[src/rtl/seg7_reader_if.sv]
// Segment-bus and frame-handshake bundle shared by the display driver and seg7_reader.
interface seg7_reader_if;
    logic [6:0]  seg7_0;
    logic [6:0]  seg7_1;
    logic [6:0]  seg7_2;
    logic [6:0]  seg7_3;
    logic [6:0]  seg7_4;
    logic [6:0]  seg7_5;
    logic [23:0] value;
    logic [5:0]  err;
    logic [5:0]  blank;
    logic        valid;
    logic        ready;
    logic        overflow;

    modport master (
        output seg7_0, seg7_1, seg7_2, seg7_3, seg7_4, seg7_5, ready,
        input  value, err, blank, valid, overflow
    );

    modport slave (
        input  seg7_0, seg7_1, seg7_2, seg7_3, seg7_4, seg7_5, ready,
        output value, err, blank, valid, overflow
    );
endinterface

[src/rtl/seg7_reader.sv]
// Waits for a stable six-digit seven-segment display, decodes it and queues frames in a 2-deep buffer.
// Optional feature macro: SEG7_READER_BLANK_EN (7'h7F decodes as blank instead of error).
module seg7_reader #(
    parameter int unsigned STABLE_CYCLES = 4
) (
    input  logic          clk,
    input  logic          nreset,
    seg7_reader_if.slave  bus
);
    localparam logic [7:0]  CNT_TOP  = 8'(STABLE_CYCLES);
    localparam logic [7:0]  CNT_LAST = 8'(STABLE_CYCLES - 1);
    localparam logic [41:0] ALL_DARK = {6{7'h7F}};

    // Returns {err, blank, nibble} for one active-low digit pattern.
    function automatic logic [5:0] decode_digit(input logic [6:0] seg);
        logic [5:0] res;
        case (seg)
            7'h40:   res = 6'h00;
            7'h79:   res = 6'h01;
            7'h24:   res = 6'h02;
            7'h30:   res = 6'h03;
            7'h19:   res = 6'h04;
            7'h12:   res = 6'h05;
            7'h02:   res = 6'h06;
            7'h78:   res = 6'h07;
            7'h00:   res = 6'h08;
            7'h10:   res = 6'h09;
            7'h08:   res = 6'h0A;
            7'h03:   res = 6'h0B;
            7'h46:   res = 6'h0C;
            7'h21:   res = 6'h0D;
            7'h06:   res = 6'h0E;
            7'h0E:   res = 6'h0F;
`ifdef SEG7_READER_BLANK_EN
            7'h7F:   res = 6'b01_0000;
`endif
            default: res = 6'b10_0000;
        endcase
        return res;
    endfunction

    logic [41:0] w_in;
    logic        w_same;
    logic        w_accept;
    logic        w_pop;
    logic [5:0]  w_dec [6];
    logic [35:0] w_frame;

    logic [41:0] r_s;
    logic [41:0] r_last;
    logic        r_first;
    logic [7:0]  r_cnt;
    logic [35:0] r_head;
    logic [35:0] r_tail;
    logic [1:0]  r_count;
    logic        r_overflow;

    assign w_in   = {bus.seg7_5, bus.seg7_4, bus.seg7_3, bus.seg7_2, bus.seg7_1, bus.seg7_0};
    assign w_same = (w_in == r_s);
    // The count reaches its top on this edge; suppress only a repeat of the last reported display.
    assign w_accept = w_same && (r_cnt == CNT_LAST) && ((r_s != r_last) || r_first);
    assign w_pop    = (r_count != 2'd0) && bus.ready;

    // Decode each digit of the held sample.
    always_comb begin
        for (int i = 0; i < 6; i++) begin
            w_dec[i] = decode_digit(r_s[7*i +: 7]);
        end
    end

    // Pack decoded digits into a {value, err, blank} frame.
    always_comb begin
        w_frame = 36'd0;
        for (int i = 0; i < 6; i++) begin
            w_frame[12 + 4*i +: 4] = w_dec[i][3:0];
            w_frame[6 + i]         = w_dec[i][5];
            w_frame[i]             = w_dec[i][4];
        end
    end

    // Sample register, stability counter and duplicate-suppression state.
    always_ff @(posedge clk or negedge nreset) begin
        if (!nreset) begin
            r_s     <= ALL_DARK;
            r_last  <= ALL_DARK;
            r_first <= 1'b1;
            r_cnt   <= 8'd0;
        end else begin
            r_s <= w_in;
            if (!w_same) begin
                r_cnt <= 8'd0;
            end else if (r_cnt != CNT_TOP) begin
                r_cnt <= r_cnt + 8'd1;
            end else begin
                r_cnt <= r_cnt;
            end
            if (w_accept) begin
                r_last  <= r_s;
                r_first <= 1'b0;
            end else begin
                r_last  <= r_last;
                r_first <= r_first;
            end
        end
    end

    // Two-entry frame buffer; the head register drives the outputs directly.
    always_ff @(posedge clk or negedge nreset) begin
        if (!nreset) begin
            r_head     <= 36'd0;
            r_tail     <= 36'd0;
            r_count    <= 2'd0;
            r_overflow <= 1'b0;
        end else if (w_pop) begin
            if (r_count == 2'd2) begin
                r_head <= w_accept ? r_tail : r_tail;
            end else begin
                r_head <= w_accept ? w_frame : r_head;
            end
            if (w_accept && (r_count == 2'd2)) begin
                r_tail <= w_frame;
            end else begin
                r_tail <= r_tail;
            end
            r_count <= w_accept ? r_count : (r_count - 2'd1);
        end else if (w_accept) begin
            case (r_count)
                2'd0: begin
                    r_head  <= w_frame;
                    r_count <= 2'd1;
                end
                2'd1: begin
                    r_tail  <= w_frame;
                    r_count <= 2'd2;
                end
                default: r_overflow <= 1'b1;
            endcase
        end else begin
            r_count <= r_count;
        end
    end

    assign bus.value    = r_head[35:12];
    assign bus.err      = r_head[11:6];
    assign bus.blank    = r_head[5:0];
    assign bus.valid    = (r_count != 2'd0);
    assign bus.overflow = r_overflow;
endmodule

[src/flat_wrapper.sv]
// flat-port wrapper written by rule: the top's interface ports become plain ports
module seg7_reader_flat 
#(
    parameter int unsigned STABLE_CYCLES = 4
)
  (clk, nreset, bus_seg7_0, bus_seg7_1, bus_seg7_2, bus_seg7_3, bus_seg7_4, bus_seg7_5, bus_ready, bus_value, bus_err, bus_blank, bus_valid, bus_overflow);
  seg7_reader_if bus_i ();
  input  logic clk;
  input  logic nreset;
  input wire logic [$bits(bus_i.seg7_0)-1:0] bus_seg7_0;
  input wire logic [$bits(bus_i.seg7_1)-1:0] bus_seg7_1;
  input wire logic [$bits(bus_i.seg7_2)-1:0] bus_seg7_2;
  input wire logic [$bits(bus_i.seg7_3)-1:0] bus_seg7_3;
  input wire logic [$bits(bus_i.seg7_4)-1:0] bus_seg7_4;
  input wire logic [$bits(bus_i.seg7_5)-1:0] bus_seg7_5;
  input wire logic [$bits(bus_i.ready)-1:0] bus_ready;
  output wire logic [$bits(bus_i.value)-1:0] bus_value;
  output wire logic [$bits(bus_i.err)-1:0] bus_err;
  output wire logic [$bits(bus_i.blank)-1:0] bus_blank;
  output wire logic [$bits(bus_i.valid)-1:0] bus_valid;
  output wire logic [$bits(bus_i.overflow)-1:0] bus_overflow;
  assign bus_i.seg7_0 = bus_seg7_0;
  assign bus_i.seg7_1 = bus_seg7_1;
  assign bus_i.seg7_2 = bus_seg7_2;
  assign bus_i.seg7_3 = bus_seg7_3;
  assign bus_i.seg7_4 = bus_seg7_4;
  assign bus_i.seg7_5 = bus_seg7_5;
  assign bus_i.ready = bus_ready;
  assign bus_value = bus_i.value;
  assign bus_err = bus_i.err;
  assign bus_blank = bus_i.blank;
  assign bus_valid = bus_i.valid;
  assign bus_overflow = bus_i.overflow;
  seg7_reader #(.STABLE_CYCLES(STABLE_CYCLES)) u_core (.clk(clk), .nreset(nreset), .bus(bus_i));
endmodule
[config.mk]
export PLATFORM = sky130hd
export DESIGN_NAME = seg7_reader_flat
export DESIGN_NICKNAME = d
export VERILOG_FILES = /design/src/rtl/seg7_reader_if.sv /design/src/rtl/seg7_reader.sv /design/src/flat_wrapper.sv
export SDC_FILE = /design/constraint.sdc
export NUM_CORES = 1
export LEC_CHECK = 0
export ABC_CLOCK_PERIOD_IN_PS = 3100
export BUFFER_PORTS_ARGS = -buffer_cell sky130_fd_sc_hd__buf_2
export CORE_MARGIN = 8
export CORE_UTILIZATION = 50
export DETAILED_ROUTE_END_ITERATION = 10
export PLACE_DENSITY = 0.74
export SYNTH_ARGS = -nofsm -noshare
export SYNTH_HDL_FRONTEND = slang
export SYNTH_SLANG_ARGS = --single-unit
[constraint.sdc]
create_clock -name clk -period 3.1 [get_ports clk]
set_clock_uncertainty 0.05 [all_clocks]
set_input_delay 0.31 -clock clk [delete_from_list [all_inputs] [get_ports clk]]
set_output_delay 0.31 -clock clk [all_outputs]
set_load 0.03 [all_outputs]
# Yosys cells after proc, flatten, opt, wreduce, memory -nomap -nowiden
# Index checks and enable logic that the tools add are counted.
totals:
  regBits: 168
  output_inout_bits: 38
  word_cells: 155
op_classes:
  add_sub_neg: 2
  n_eq_ne: 99
  n_mux: 21
  bitwise: 2
  reduce_logical: 23
op_table:
  columns: ["op", "count"]
  rows:
  - ["$pmux W6 S16", 6]
  - ["$mux W36", 9]
  - ["$eq A7 B7 Y1 const B", 24]
  - ["$eq A7 B5 Y1 const B", 18]
  - ["$eq A7 B6 Y1 const B", 18]
  - ["$eq A7 B2 Y1 const B", 12]
  - ["$eq A7 B4 Y1 const B", 12]
  - ["$eq A42 B42 Y1", 1]
  - ["$eq A7 B3 Y1 const B", 6]
  - ["$logic_not A7 Y1", 6]
  - ["$ne A42 B42 Y1", 1]
  - ["$mux W8", 2]
  - ["$reduce_and A3 Y1", 4]
  - ["$reduce_bool A2 Y1", 5]
  - ["$add A8 B1 Y8 const B", 1]
  - ["$eq A8 B2 Y1 const B", 1]
  - ["$ne A8 B3 Y1 const B", 1]
  - ["$mux W2", 3]
  - ["$ne A2 B2 Y1 const B", 3]
  - ["$logic_and A1 B1 Y1", 4]
  - ["$pmux W2 S2", 1]
  - ["$reduce_bool A3 Y1", 1]
  - ["$eq A2 B1 Y1 const B", 1]
  - ["$eq A2 B2 Y1 const B", 1]
  - ["5 further kinds", 6]

# Logic depth before layout (Yosys ltp)
# Gate-level depths: netlist of the first run.
logic_depth:
  depth_word: 6
  ltp_mapped: 11
  mapped_depth_nobuf: 9

# Worst setup path before layout of the first run
# OpenSTA, ideal clock, no wires.
synth_path:
  path_type: "register to register"
  startpoint: "register u_core.r_s[39]"
  endpoint: "register u_core.r_tail[15]"
  setup_ns: 0.128
  arrival_time_ns: 2.738
  required_ns: 2.922
  setup_slack_ns: 0.184
  path_stages_with_launch: 12
  path_buffers: 2
  synth_period_minus_slack_ns: 2.916
  cell_sequence: "dfstp_2 -> clkbuf_1 -> xor2_1 -> nor4_1 -> nand4_1 -> nor3_1 -> or3_1 -> ha_1 -> nor2_1 -> a21oi_2 -> buf_6 -> mux2_1"
synth_via:
  elab_chain_len: 6
  word_cells_on_any_way: 9
synth_rtl:
  columns: ["item", "line_no", "rtl"]
  rows:
  - ["start, declared", "seg7_reader.sv:49", "logic [41:0] r_s;"]
  - ["start signal, assigned", "seg7_reader.sv:89", "r_s <= w_in;"]
  - ["$eq A42 B42 Y1 or $ne A42 B42 Y1 (tied branches)", "seg7_reader.sv:59, seg7_reader.sv:61", null]
  - ["$logic_and A1 B1 Y1 or $logic_or A1 B1 Y1 (tied branches)", "seg7_reader.sv:61", "assign w_accept = w_same && (r_cnt == CNT_LAST) && ((r_s != r_last) || r_first);"]
  - ["$logic_and A1 B1 Y1 *", "seg7_reader.sv:61", null]
  - ["$logic_and A1 B1 Y1", "seg7_reader.sv:120", "if (w_accept && (r_count == 2'd2)) begin"]
  - ["$ne A2 B2 Y1 (no line)", null, null]
  - ["$reduce_and A3 Y1 (no line) *", null, null]
  - ["end signal, assigned", "seg7_reader.sv:121", "r_tail <= w_frame;"]
  - ["end signal, assigned", "seg7_reader.sv:123", "r_tail <= r_tail;"]
  - ["end signal, assigned", "seg7_reader.sv:133", "r_tail <= w_frame;"]
  - ["end, declared", "seg7_reader.sv:54", "logic [35:0] r_tail;"]
# Mark *: on every way between the ends. The rest lies on a longest branch, timed or not.
# A chain may end at the register's enable or synchronous reset.

# Worst setup path in the final report of the first run
layout_path:
  startpoint: "register u_core.r_s[18]"
  endpoint: "register u_core.r_head[20]"
layout_via:
  elab_chain_len: 5
  word_cells_on_any_way: 30
layout_rtl:
  columns: ["item", "line_no", "rtl"]
  rows:
  - ["$eq A7 B4 Y1 (tied with other cells)", "seg7_reader.sv:17", "case (seg)"]
  - ["$pmux W6 S16 (tied with other cells)", "seg7_reader.sv:17", null]
  - ["$mux W36 (tied with other cells)", "seg7_reader.sv:127", "case (r_count)"]
  - ["$mux W36 (tied with other cells)", "seg7_reader.sv:126", "end else if (w_accept) begin"]
  - ["$mux W36 or $reduce_and A3 Y1 (tied branches)", null, null]
  - ["end signal, assigned", "seg7_reader.sv:116", "r_head <= w_accept ? r_tail : r_tail;"]
  - ["end signal, assigned", "seg7_reader.sv:118", "r_head <= w_accept ? w_frame : r_head;"]
  - ["end signal, assigned", "seg7_reader.sv:129", "r_head <= w_frame;"]
  - ["end, declared", "seg7_reader.sv:53", "logic [35:0] r_head;"]
# Parallel ways exist; a longest one is shown, timed or not. The select of a mux whose other input is x is not followed.

==> results of run 1 <==
-- path summary, 6_finish.rpt --
| check | from | to | slack (ns) | cells past startpoint |
|---|---|---|---|---|
| worst max-delay path | u_core.r_s[18] | u_core.r_head[20] | 0.05 | 11 |
| worst min register to register | u_core.bus.overflow | u_core.bus.overflow | 0.41 | 1 |
| min in group asynchronous | nreset | u_core.r_head[14] | 0.43 | 2 |
| max in group asynchronous | nreset | u_core.r_s[38] | 1.69 | 3 |
| worst max register to register | u_core.r_s[18] | u_core.r_head[20] | 0.05 | 11 |
| worst min-delay path | bus_ready | u_core.r_count[0] | 0.22 | 3 |
-- flip-flops by register name, indices dropped and copies added (netlist names) --
name                 flops
u_core.bus.overflow      1
u_core.r_cnt             8
u_core.r_last           42
u_core.r_first           1
u_core.r_s              42
u_core.r_count           2
u_core.r_tail           30
u_core.r_head           30
-- power groups by stage --
stage	Sequential [mW]	Combinational, mW	Clock [mW]
after floorplan	2.91	0.905	0
after detailed placement	2.63	1.74	0
final	2.62	1.94	2.14
after global placement	2.62	1.71	0
after CTS	2.61	1.80	2.18
after global routing	2.67	2.08	2.25
-- synth_stat cells, types with 3 or more instances --
master	instances	area [µm²]
xor2_1	49	429
a21o_1	5	37.5
nand4_1	21	131
buf_2	9	45.0
nor4_1	17	106
a21oi_1	27	135
inv_1	16	60.1
dfrtp_1	71	1780
mux2_1	35	394
nand3_1	15	75.1
o2bb2ai_1	3	26.3
clkbuf_1	50	188
or3b_2	4	35.0
o31ai_1	3	22.5
o22ai_1	6	37.5
buf_1	3	11.3
nor3_1	30	150
o21ai_0	18	90.1
buf_4	9	67.6
mux2_2	69	777
dfstp_2	85	2230
o211ai_1	3	22.5
nand2_1	38	143
nor2_1	53	199
a2111oi_0	3	26.3
a32oi_1	4	35.0
nor2b_1	18	113
nand3b_1	10	75.1
nand2b_1	5	31.3
or2_2	3	18.8
mux2_4	21	315
mux2i_1	3	30.0
nor3b_1	4	30.0
or3_1	5	31.3
a31oi_1	12	75.1
buf_6	3	33.8
ha_1	6	75.1
a211oi_1	6	45.0
xnor2_1	47	412
a32o_1	4	40.0
and3_1	7	43.8
-- worst max-delay path, cell delays in order, from the launching register on --
cell       delay, ns
dfstp_2         0.57
xnor2_1         0.23
nand4_1         0.22
nor2_2          0.24
nand4_1         0.11
or3_4           0.35
ha_4            0.18
buf_4           0.13
nor2_4          0.10
o21a_4          0.24
clkbuf_16       0.19
mux2_1          0.31
-- stage by stage --
step	std cells	setup slack, ns
after CTS	1210	0.000450
final	1210	0.0528
after detailed placement	1135	-0.0292
after global placement	1135	-0.0550
after global routing	1210	-0.0267
after floorplan	839	0.184
-- per-layer routing --
layer	share of wire, %	vias to the layer above
met3	5.4	44
met5	0	-
met4	3.0	0
met2	46	223
met1	46	3328
li1	-	3226
-- cell families after synthesis --
| family | Yosys count |
|---|---|
| AND/OR/NAND/NOR | 241 |
| flip-flops | 156 |
| multiplexers | 128 |
| AO/OA/AOI/OAI | 116 |
| XOR/XNOR | 96 |
| buffers and inverters | 90 |
| adder cells (fa/ha/maj) | 6 |
| other | 1 |
-- final cells by class --
class,count,area (µm²)
fill,1368,6610
multi-input combinational,593,4730
sequential,156,4010
timing repair buffer,184,1410
clock buffer,24,547
tap,229,287
clock inverter,8,72.6
inverter,16,60.1
-- timing repair --
item                                    in CTS  in global routing
gates cloned                                 0                  2
gates resized for setup                      2                 44
pin swaps                                    0                 10
endpoints found under the hold margin       69                  0
endpoints found under the setup margin      49                 99
setup buffers                                0                  1
hold buffers                                43                  0
==> impl_metrics.toml, run 1 <==
[route]
totalWireLength_um = 22000
vias = 6821
viasPerCell = 5.64
first_iter_violations = 527
wl_per_cell_um = 18.2
drc_errors = 0
drt_pass1_iterations = 5
ant_nets = 0

[yosys]
netlist_instances = 834
yosys_warnings = 0
ys_ff_latch = 156
yosys.area_share.simple_pct = 14.5
ys.flop_type = "dfstp_2"
netlist_area_um2 = 8930
synth_mux_area_share_pct = 17.0
async_reset_ff_share_pct = 100
synth_compound_area_share_pct = 8.77
yosysSeqAreaShare_pct = 44.9
synth_edf_count = 0
synth.distinct_cells = 67
synth_top_family_by_area = "multiplexers"
synth_area_per_cell_um2 = 10.7
synth_xor_area_share_pct = 9.41
synthAdderAreaFrac_pct = 0.840

[layout]
syn2layout_area_growth_pct = 24.4
fin_util_pct = 62.7
final_cell_area_um2 = 11100
drive_gt1_share_pct = 39.6
n_antenna_cell = 0
final_cell_mix = "dfstp_2 (85), buf_2 (71), dfrtp_1 (71)"
final_common_cell = "dfstp_2"
nets = 1019

[clock_tree]
clockRootBuffer = "clkbuf_16"
max-clock-path-buffers = 2
htreeDepth = 4
cts_buffers = 17
path_clk_slew_ns = 0.07
clock_sinks = 156
clk_latency_ns = 0.43
cts_tree = "done"

[die]
pin_count = 83
core_um2 = 17700
fp.dieW_um = 150
dieArea_um2 = 22400
initial_core_util_pct = 50.4
fp.dieH_um = 150
rows = 49

[timing]
setup_viol = 0
slew_headroom_pct = 48.2
grt_setup_unrepaired = "yes"
fin_hold_ws_ns = 0.224
finalHoldViolCount = 0
fin_tns_setup_ns = 0
max_freq_mhz = 328
final.period_utilization_pct = 98.3
drv_slew = 0
worst_pin_slew_ns = 0.757
finalCriticalPeriod_ns = 3.05

[grt]
grt.busiest_layer = "met2"
grtUsageMet3_pct = 4.84
grt_first_pass_wirelength_um = 34900
grt_usage_pct = 19.7
overflow = 0
grt_use_met2_pct = 29.3
grt_pass1_vias = 6588
antenna_found_initial = 0
use_met1_pct = 26.9
grt_max_degree = 75

[pwr]
power.net_switching_mw = 2.10
pwr_density_cell_nw_per_um2 = 603
p_leak_nw = 4.94
ir_drop_mv = 0.457
p_int_mw = 4.59
clkPwrFrac_pct = 32.0
power_frac_comb_pct = 28.9
p_seq_share_pct = 39.1
power_mw = 6.70
switching_share_pct = 31.4

[worst_hold_path]
hold_class = "primary input to register"

[worst_setup_path]
setup.worst_path.class = "register to register"
critPathCaptureType = "register"
critPathArrivalTime_ns = 3.30
crit_fanout = 6
start_kind = "register"
worstPathRequired_ns = 3.35

[place]
io_buffer_count = 76
hpwlAfterDp_um = 15100
gp_congestion = 0.927
post_dp_cell_area_um2 = 9810

[run]
maxCapViolCount = 0

[outcome]
status = "complete, no violations"
No activity file was read; power rests on OpenSTA's default activity.
==> run 2: changes to the inputs <==
--- a/config.mk
+++ b/config.mk
@@ -5,6 +5,7 @@
 export SDC_FILE = /design/constraint.sdc
 export NUM_CORES = 1
 export LEC_CHECK = 0
+export ABC_AREA = 1
 export ABC_CLOCK_PERIOD_IN_PS = 3100
 export BUFFER_PORTS_ARGS = -buffer_cell sky130_fd_sc_hd__buf_2
 export CORE_MARGIN = 8
==> impl_metrics.toml, run 2 <==
[outcome]
status = "complete, no violations"

[yosys]
netlist_instances = 1159
yosysSeqAreaShare_pct = 45.6
ys_ff_latch = 156
synth.most_common_cell = "nand2_1"
ys.flop_type = "dfstp_2"
synth_top_family_by_area = "simple AND/OR/NAND/NOR gates"
synth_mux_area_share_pct = 1.37
yosys_warnings = 0
synth.distinct_cells = 40
synth_xor_area_share_pct = 4.69
yosysTopAreaCellShare_pct = 25.4
synth_compound_area_share_pct = 8.73
synthAdderAreaFrac_pct = 0.855
synth.area.top_cells = "dfstp_2 (25%), dfrtp_1 (20%), nand2_1 (13%)"
netlist_area_um2 = 8780
synth_common_cells = "nand2_1 (301), inv_1 (125), nor2_1 (115)"
async_reset_ff_share_pct = 100
synth_area_per_cell_um2 = 7.58
synth_edf_count = 0
yosys.area_share.simple_pct = 30.0
synth_top_cell_by_area = "dfstp_2"

[timing]
fin_tns_setup_ns = 0
max_freq_mhz = 372
finalCriticalPeriod_ns = 2.69
setup_viol = 0
drv_slew = 0
grt_setup_unrepaired = "no"
slew_headroom_pct = 49.5
worst_pin_slew_ns = 0.757
final.period_utilization_pct = 86.6
fin_hold_ws_ns = 0.186
finalHoldViolCount = 0

[grt]
overflow = 0
grt_max_degree = 88
antenna_found_initial = 0
grt_first_pass_wirelength_um = 36000
grt_pass1_vias = 7290
grt_usage_pct = 19.9

[layout]
fin_util_pct = 59.9
drive_gt1_share_pct = 16.9
final_cell_mix = "nand2_1 (301), inv_1 (125), nor2_1 (115)"
n_antenna_cell = 0
final_common_cell = "nand2_1"
fillers = 1556
nets = 1311
syn2layout_area_growth_pct = 17.4
top_regs = "u_core.r_last: 42 flops, u_core.r_s: 42 flops"

[worst_setup_path]
worstPathRequired_ns = 3.35
critPathCaptureType = "register"
rr_worst_depth = 14
cp.depth = 14
slowest_stage = "dfstp_2"
r2r_start = "u_core.r_s[0]"
crit_fanout = 58
critPathMaxStageDelay_ns = 0.60
critPathArrivalTime_ns = 2.93
worstSetupStartpoint = "u_core.r_s[0]"
r2r-end = "u_core.r_head[18]"
r2r_slack_ns = 0.41
start_kind = "register"
cpMostUsedCell = "nand2_1"
setup.worst_path.class = "register to register"
cp-endpoint = "u_core.r_head[18]"
path_cells = "xnor2_1 > nand2_1 > nor2_1 > nand2_1 > nor2_1 > nand2_1 > nor2_4 > nand3_4 > ha_1 > nor2_1 > nand2_2 > buf_12 > nand2_1 > o21ai_0"
path_buf_inv = 1
path_delay_family = "simple AND/OR/NAND/NOR gates"

[clock_tree]
clk_latency_ns = 0.42
max-clock-path-buffers = 2
clockRootBuffer = "clkbuf_16"
path_clk_slew_ns = 0.06
cts_setup_buffers = 0
cts_tree = "done"
cts_buffers = 17
htreeDepth = 4
clock_sinks = 156

[place]
io_buffer_count = 76
gp_congestion = 0.968
hpwlAfterDp_um = 15400

[route]
totalWireLength_um = 21300
viasPerCell = 5.17
vias = 7746
maxUsedRoutingLayer = "met4"
wl_per_cell_um = 14.2
routed-wl-met3_um = 1280
ant_nets = 0
drc_errors = 0
wl_met1_um = 10200
met2_length_um = 9470
first_iter_violations = 660
drt_pass1_iterations = 7

[die]
core_um2 = 17200
pin_count = 83
rows = 48
dieArea_um2 = 22100
fp.dieW_um = 149
fp.dieH_um = 149
initial_core_util_pct = 51.0

[worst_hold_path]
hold_class = "primary input to register"
worstHoldPathCells = 4

[pwr]
p_int_mw = 4.15
pwr_density_cell_nw_per_um2 = 603
switching_share_pct = 33.3
ir_drop_mv = 0.377
clkPwrFrac_pct = 33.5
p_seq_share_pct = 41.8
power.net_switching_mw = 2.07
power_mw = 6.23
p_leak_nw = 4.80
power_frac_comb_pct = 24.7

[run]
maxCapViolCount = 0
run 2: logic make-up after synthesis:
| logic type | count (synthesis) |
|---|---|
| and+or+nand+nor | 611 |
| adders and majority gates | 6 |
| muxes | 12 |
| DFF | 156 |
| xor gates and xnor gates | 47 |
| buffers and inverters | 182 |
| other | 1 |
| AOI/OAI and AO/OA | 144 |
run 2: per-stage QoR:
step                      setup WS (ns)  cells  area (µm²)
after floorplan                   0.395   1164        8800
after global placement            0.551   1423        9300
after detailed placement          0.485   1423        9300
after CTS                         0.422   1498       10300
after global routing              0.193   1498       10300
final                             0.415   1498       10300
run 2: per-layer routing:
layer  global-route usage (%)  vias up
li1                         -     3929
met1                     27.8     3542
met2                     30.1      245
met3                     4.47       30
met4                     6.22        0
met5                        0        -
run 2: what timing repair did:
item	CTS	global route
endpoints found under the hold margin	93	0
resized for setup	0	0
hold buffers	43	0
run 2: worst register-to-register path: cells and delay by family (launching register included):
family	cells	cell delay, ns
xor+xnor	1	0.14
simple gates	10	1.29
flops	1	0.60
compound gates	1	0.08
fa+ha+maj	1	0.23
buf+inv	1	0.19
run 2: power by group through the flow:
| stage | clock (mW) | sequential, mW | combinational [mW] |
|---|---|---|---|
| 4_1_cts | 2.12 | 2.61 | 1.55 |
| 3_3_place_gp | 0 | 2.62 | 1.48 |
| 5_1_grt | 2.21 | 2.66 | 1.72 |
| 6_report | 2.08 | 2.61 | 1.54 |
| 3_5_place_dp | 0 | 2.64 | 1.51 |
| 2_1_floorplan | 0 | 2.87 | 0.793 |
run 2: worst min-delay path by stage:
stage / startpoint / end / slack, ns
after CTS: bus_ready / u_core.bus.overflow / 0.16
after global placement: nreset / u_core.r_cnt[6] / 0.37
after detailed placement: nreset / u_core.r_tail[8] / 0.37
after floorplan: nreset / u_core.bus.overflow / -0.04
final: bus_ready / u_core.bus.overflow / 0.19
after global routing: bus_ready / u_core.bus.overflow / 0.21
run 2: area by class of cell:
type / count / area [µm²] / area share (%)
multi-input combinational: 826 / 4030 / 39.0
timing repair buffer: 128 / 922 / 8.94
sequential: 156 / 4010 / 38.9
clock inverter: 11 / 143 / 1.38
inverter: 131 / 492 / 4.77
tap: 225 / 282 / 2.73
clock buffer: 21 / 440 / 4.27
